**config.mk**
```make
export PLATFORM = sky130hd
export DESIGN_NAME = hamming_frame_serializer
export DESIGN_NICKNAME = d
export VERILOG_FILES = /design/src/rtl/hamming_frame_serializer.sv
export SDC_FILE = /design/constraint.sdc
export NUM_CORES = 1
export LEC_CHECK = 0
export CORE_ASPECT_RATIO = 2
export CORE_MARGIN = 2
export CORE_UTILIZATION = 64
export DETAILED_ROUTE_END_ITERATION = 10
export MAX_ROUTING_LAYER = met4
export PLACE_DENSITY = 0.83
export RECOVER_POWER = 25
export SLEW_MARGIN = 0
export SYNTH_ARGS = -nofsm -noshare
export SYNTH_HDL_FRONTEND = slang
export SYNTH_SLANG_ARGS = --single-unit
export TNS_END_PERCENT = 1
```
**constraint.sdc**
```tcl
create_clock -name clk -period 7.8 [get_ports clk]
set_input_delay 1.56 -clock clk [delete_from_list [all_inputs] [get_ports clk]]
set_output_delay 1.56 -clock clk [all_outputs]
set_load 0.02 [all_outputs]
```
**src/rtl/hamming_frame_serializer.sv**
```systemverilog
// Buffers 12-bit Hamming codewords and shifts them out MSB-first as framed serial bits.
// Define SER_SYNC_HDR_EN to prefix each frame with the 8-bit SYNC_WORD header.
module hamming_frame_serializer #(
    parameter int CLK_DIV    = 100,
    parameter int FIFO_DEPTH = 4,
    parameter int GAP_BITS   = 2
`ifdef SER_SYNC_HDR_EN
    ,
    parameter logic [7:0] SYNC_WORD = 8'hA5
`endif
) (
    input  logic                          clk,
    input  logic                          rst,
    input  logic [11:0]                   cw_in,
    input  logic                          cw_valid,
    output logic                          tx_bit,
    output logic                          tx_en,
    output logic                          bit_strobe,
    output logic                          busy,
    output logic                          overflow,
    output logic [$clog2(FIFO_DEPTH):0]   fifo_level
);
    localparam int              AW       = $clog2(FIFO_DEPTH);
    localparam logic [15:0]     CNT_LAST = 16'(CLK_DIV - 1);
    localparam logic [7:0]      GAP_LAST = 8'(GAP_BITS - 1);
    localparam logic [AW:0]     LVL_FULL = (AW+1)'(FIFO_DEPTH);

    typedef enum logic [1:0] {
        S_IDLE = 2'd0,
        S_DATA = 2'd1,
        S_GAP  = 2'd2
`ifdef SER_SYNC_HDR_EN
        ,
        S_SYNC = 2'd3
`endif
    } state_t;

    logic [11:0]   mem_q [FIFO_DEPTH];
    logic [AW-1:0] wptr_q, rptr_q;
    logic [AW:0]   level_q;
    logic          overflow_q;
    logic          full, empty, push, pop;
    logic [11:0]   head;

    state_t        state_q, state_d;
    logic [15:0]   cnt_q, cnt_d;
    logic [7:0]    idx_q, idx_d;
    logic [11:0]   sh_q, sh_d;
    logic          wrap;
`ifdef SER_SYNC_HDR_EN
    logic [7:0]    sync_q, sync_d;
`endif

    // Full is taken from pre-edge occupancy, so a same-edge pop never rescues a write.
    assign full  = (level_q == LVL_FULL);
    assign empty = (level_q == '0);
    assign push  = cw_valid & ~full;
    assign head  = mem_q[rptr_q];
    assign wrap  = (cnt_q == CNT_LAST);

    always_ff @(posedge clk) begin
        if (push) mem_q[wptr_q] <= cw_in;
    end

    always_ff @(posedge clk or posedge rst) begin
        if (rst) begin
            wptr_q     <= '0;
            rptr_q     <= '0;
            level_q    <= '0;
            overflow_q <= 1'b0;
        end else begin
            if (push) wptr_q <= wptr_q + 1'b1;
            if (pop)  rptr_q <= rptr_q + 1'b1;
            level_q <= level_q + {{AW{1'b0}}, push} - {{AW{1'b0}}, pop};
            if (cw_valid && full) overflow_q <= 1'b1;
        end
    end

    always_ff @(posedge clk or posedge rst) begin
        if (rst) begin
            state_q <= S_IDLE;
            cnt_q   <= '0;
            idx_q   <= '0;
            sh_q    <= '0;
`ifdef SER_SYNC_HDR_EN
            sync_q  <= '0;
`endif
        end else begin
            state_q <= state_d;
            cnt_q   <= cnt_d;
            idx_q   <= idx_d;
            sh_q    <= sh_d;
`ifdef SER_SYNC_HDR_EN
            sync_q  <= sync_d;
`endif
        end
    end

    always_comb begin
        state_d = state_q;
        cnt_d   = cnt_q;
        idx_d   = idx_q;
        sh_d    = sh_q;
        pop     = 1'b0;
`ifdef SER_SYNC_HDR_EN
        sync_d  = sync_q;
`endif
        if (state_q != S_IDLE) cnt_d = wrap ? 16'd0 : cnt_q + 16'd1;
        case (state_q)
            S_IDLE: if (!empty) begin
                cnt_d = '0;
                idx_d = '0;
`ifdef SER_SYNC_HDR_EN
                state_d = S_SYNC;
                sync_d  = SYNC_WORD;
`else
                state_d = S_DATA;
                pop     = 1'b1;
                sh_d    = head;
`endif
            end
`ifdef SER_SYNC_HDR_EN
            S_SYNC: if (wrap) begin
                if (idx_q == 8'd7) begin
                    idx_d = '0;
                    if (!empty) begin
                        state_d = S_DATA;
                        pop     = 1'b1;
                        sh_d    = head;
                    end else begin
                        state_d = S_GAP;
                    end
                end else begin
                    sync_d = {sync_q[6:0], 1'b0};
                    idx_d  = idx_q + 8'd1;
                end
            end
`endif
            // Back-to-back words stay in DATA so tx_en never drops inside a frame.
            S_DATA: if (wrap) begin
                if (idx_q == 8'd11) begin
                    idx_d = '0;
                    if (!empty) begin
                        pop  = 1'b1;
                        sh_d = head;
                    end else begin
                        state_d = S_GAP;
                    end
                end else begin
                    sh_d  = {sh_q[10:0], 1'b0};
                    idx_d = idx_q + 8'd1;
                end
            end
            S_GAP: if (wrap) begin
                if (idx_q == GAP_LAST) begin
                    state_d = S_IDLE;
                    idx_d   = '0;
                end else begin
                    idx_d = idx_q + 8'd1;
                end
            end
            default: state_d = S_IDLE;
        endcase
    end

    always_comb begin
        busy       = (state_q != S_IDLE);
        bit_strobe = busy && (cnt_q == '0);
        tx_en      = 1'b0;
        tx_bit     = 1'b0;
        case (state_q)
            S_DATA: begin
                tx_en  = 1'b1;
                tx_bit = sh_q[11];
            end
`ifdef SER_SYNC_HDR_EN
            S_SYNC: begin
                tx_en  = 1'b1;
                tx_bit = sync_q[7];
            end
`endif
            default: ;
        endcase
    end

    assign overflow   = overflow_q;
    assign fifo_level = level_q;
endmodule

```
==> metrics.md <==
| Metric | Value |
|---|---|
| Worst slew pin tran | about 1.2 ns |
| Critical Path Start Type | register |
| Clock latency on the worst-skew pair | around 0.33 ns |
| Hold Buf Count CTS | 0 |
| Final setup fails | 0 |
| Ys flop type | edfxtp_1 |
| Core outline area | 6620 um2 |
| Drc violations | 0 |
| Post-cts resize count | 0 |
| Routed length on met3 | 244 um |
| Max Cap Viol | 0 |
| Outcome | complete, no violations |
| Placer's final routability congestion estimate | 0.865 |
| Vias in the first global route | roughly 2900 |
| Post-Route Skew | 0.00639 ns |
| Syn Area/Cell | between 10 and 15 um2 |
| Num CTS Buffers | 9 |
| DP Wirelength | roughly 5700 um |
| Via-to-Cell Ratio | roughly 6.2 |
| Root Driver | clkbuf_16 |
| Final wirelength | approximately 8400 um |
| Iteration count of the initial detailed-routing pass | 4 |
| Warnings from Yosys | 0 |
| Layout fillers | roughly 450 |
| Sequential share of the synthesized area | roughly 59% |
| I/O Buffers | 22 |
| Final Hold Fails | 0 |
| Register bit total from synthesis | between 90 and 100 |
| Synth top area share | approximately 33% |
| Via Count | about 2700 |
| Min-delay worst type | register to register |
| H-tree lvl count | 3 |
| Routed length per instance | about 19 um |
| Initial DRC count | between 200 and 250 |
| Mapped Nets | 354 |
| Largest stage delay, worst path | roughly 0.65 ns |
| Period utilization | between 50% and 60% |
| Tmin final | approximately 4.2 ns |
| Largest net degree at the start of global routing | 47 |
| Slew margin rel. | approximately 18% |
| Nets | about 380 |
| Initial Utilization | about 66% |
| Leakage Power | between 1.5 and 2 nW |
| Top Layer Used | met4 |
| Die W | around 63 um |
| Power per cell area | about 400 nW/um2 |
| Syn-to-layout area delta | 14.7% |
| Maximum vdd drop | approximately 0.29 mV |
| Num ports | 23 |
| Critical path class | register to output pin |
| Number of diodes | 0 |
| Layout cell share with drive strength beyond 1 | 16.8% |
| Netlist cell types | 49 |
| Setup TNS | 0 ns |
| Postcts setup bufs | 0 |
| Met2 wire len | ~4700 um |
| Die Span Y | 121 um |
| Clk slew on worst S/H paths | roughly 0.070 ns |
| Post-Synthesis Cells | ~320 |
| Global-route wire length before repair | about 14000 um |
| Synth top area cells | edfxtp_1, dfrtp_1, mux4_2 |
| Gr usage total | 25.7% |
| CTS tree | yes |
| FP Rows | between 40 and 50 |
| Fin util | 76.3% |
| Crit path arrival time | approximately 2.7 ns |
| CP Cell Sequence | inv_1 > ha_1 > or4b_2 > nor4_1 > clkdlybuf4s50_1 |
| Area of the die | between 7000 and 8000 um2 |
| Post-synth EDFFs | 48 |
| Sink Count | 94 |
| Post-route antenna net violation count | 0 |
| Worst setup EP type | output pin |
| FFs w/ async S/R, synth | between 40% and 50% |
| Post-synth top cells | edfxtp_1, dfrtp_1, o21ai_0, nor2_1, nand2_1 |
| CP required | roughly 6.2 ns |
| Mapped Area | roughly 4400 um2 |
| Slowest-stage cell, CP | clkdlybuf4s50_1 |
| Met1 WL | 3230 um |
| Maximum buffer depth of the clock tree | 2 |
| RSZ-0062 raised after global routing | false |
| Most common cell in the synthesized netlist | edfxtp_1 |
| Largest area contributor in the netlist | edfxtp_1 |
| Total grt overflow | 0 |
| Initial antenna violation count | 0 |
| Max FO, Critical Path | 9 |
| Max frequency | approximately 240 MHz |
| Max Slew Vio Count | 0 |
-- cell type report --
type	count	area [um2]	share of cell area, %
timing repair buffer	25	243	4.80
tap	88	110	2.18
multi-input combinational	201	1700	33.6
clock buffer	9	225	4.46
inverter	16	60.1	1.19
sequential	94	2590	51.3
clock inverter	7	123	2.43
-- cells by family (layout without fill, tap and decap cells) --
family | Yosys count | count (layout) | share of synthesized area [%]
buffers and inverters | 27 | 57 | 2.53
flip-flops | 94 | 94 | 58.9
XOR/XNOR | 9 | 9 | 1.79
multiplexers | 16 | 16 | 7.25
AND/OR/NAND/NOR | 83 | 83 | 10.5
adder cells (fa/ha/maj) | 17 | 17 | 5.00
AO/OA/AOI/OAI | 76 | 76 | 14.1
-- worst paths after layout --
kind                                        startpoint                       to  slack (ns)  cells past startpoint
min in group asynchronous                          rst    wptr_q[0]$_DFFE_PP0P_        1.67                      3
worst min-delay path              overflow$_DFFE_PP0P_     overflow$_DFFE_PP0P_        0.48                      1
max in group asynchronous                          rst      sh_q[6]$_DFFE_PP0P_        5.71                      3
worst max-delay path            state_q[0]$_DFFE_PP0P_               bit_strobe        3.58                      5
worst max register to register      cnt_q[2]$_DFF_PP0_  fifo_level[2]$_DFF_PP0_        4.43                     11
worst min register to register    overflow$_DFFE_PP0P_     overflow$_DFFE_PP0P_        0.48                      1
-- where the power goes --
part	internal (W)	switching (W)	total, W
clock	0.000314	0.000180	0.000494
sequential	0.000651	0.000118	0.000769
combinational	0.000360	0.000389	0.000749
-- worst max-delay path: cells and delay by family (launching register included) --
kind / cells / cell delay, ns
adder cells (fa/ha/maj): 1 / 0.31
buffers and inverters: 2 / 0.76
flip-flops: 1 / 0.43
AND/OR/NAND/NOR: 2 / 0.83
-- cells in the final DEF (no fill, tap or decap), types with 10 or more instances in the layout --
cell           Yosys  routed
dfrtp_1           46      46
dlygate4sd3_1      0      13
edfxtp_1          48      48
ha_1              16      16
inv_1             16      15
mux4_2            12      12
nand2_1           18      18
nand3_1           10      10
nor2_1            20      20
o21ai_0           24      24
o22ai_1           11      11
-- state kept, by name, indices dropped and copies added, names as in the netlist, 2 cells and up --
name	flops
fifo_level	3
cnt_q	16
sh_q	12
mem_q	48
wptr_q	2
rptr_q	2
state_q	2
idx_q	8
-- layer usage --
| layer | vias up | global-route usage [%] |
|---|---|---|
| li1 | 1272 | - |
| met1 | 1395 | 28.2 |
| met2 | 60 | 44.8 |
| met3 | 15 | 5.29 |
| met4 | 0 | 11.7 |
| met5 | - | - |
-- per-stage QoR --
stage | area (um2) | hold WS (ns) | setup WS, ns | cells | total power, W
floorplan | 4400 | 0.447 | 4.18 | 322 | 0.00132
global placement | 4700 | 0.454 | 3.98 | 424 | 0.00148
detailed placement | 4700 | 0.472 | 3.89 | 424 | 0.00153
CTS | 5050 | 0.490 | 3.57 | 440 | 0.00203
global route | 5050 | 0.494 | 3.45 | 440 | 0.00213
finish | 5050 | 0.483 | 3.58 | 440 | 0.00201
Power figures use the tool's default switching activity.
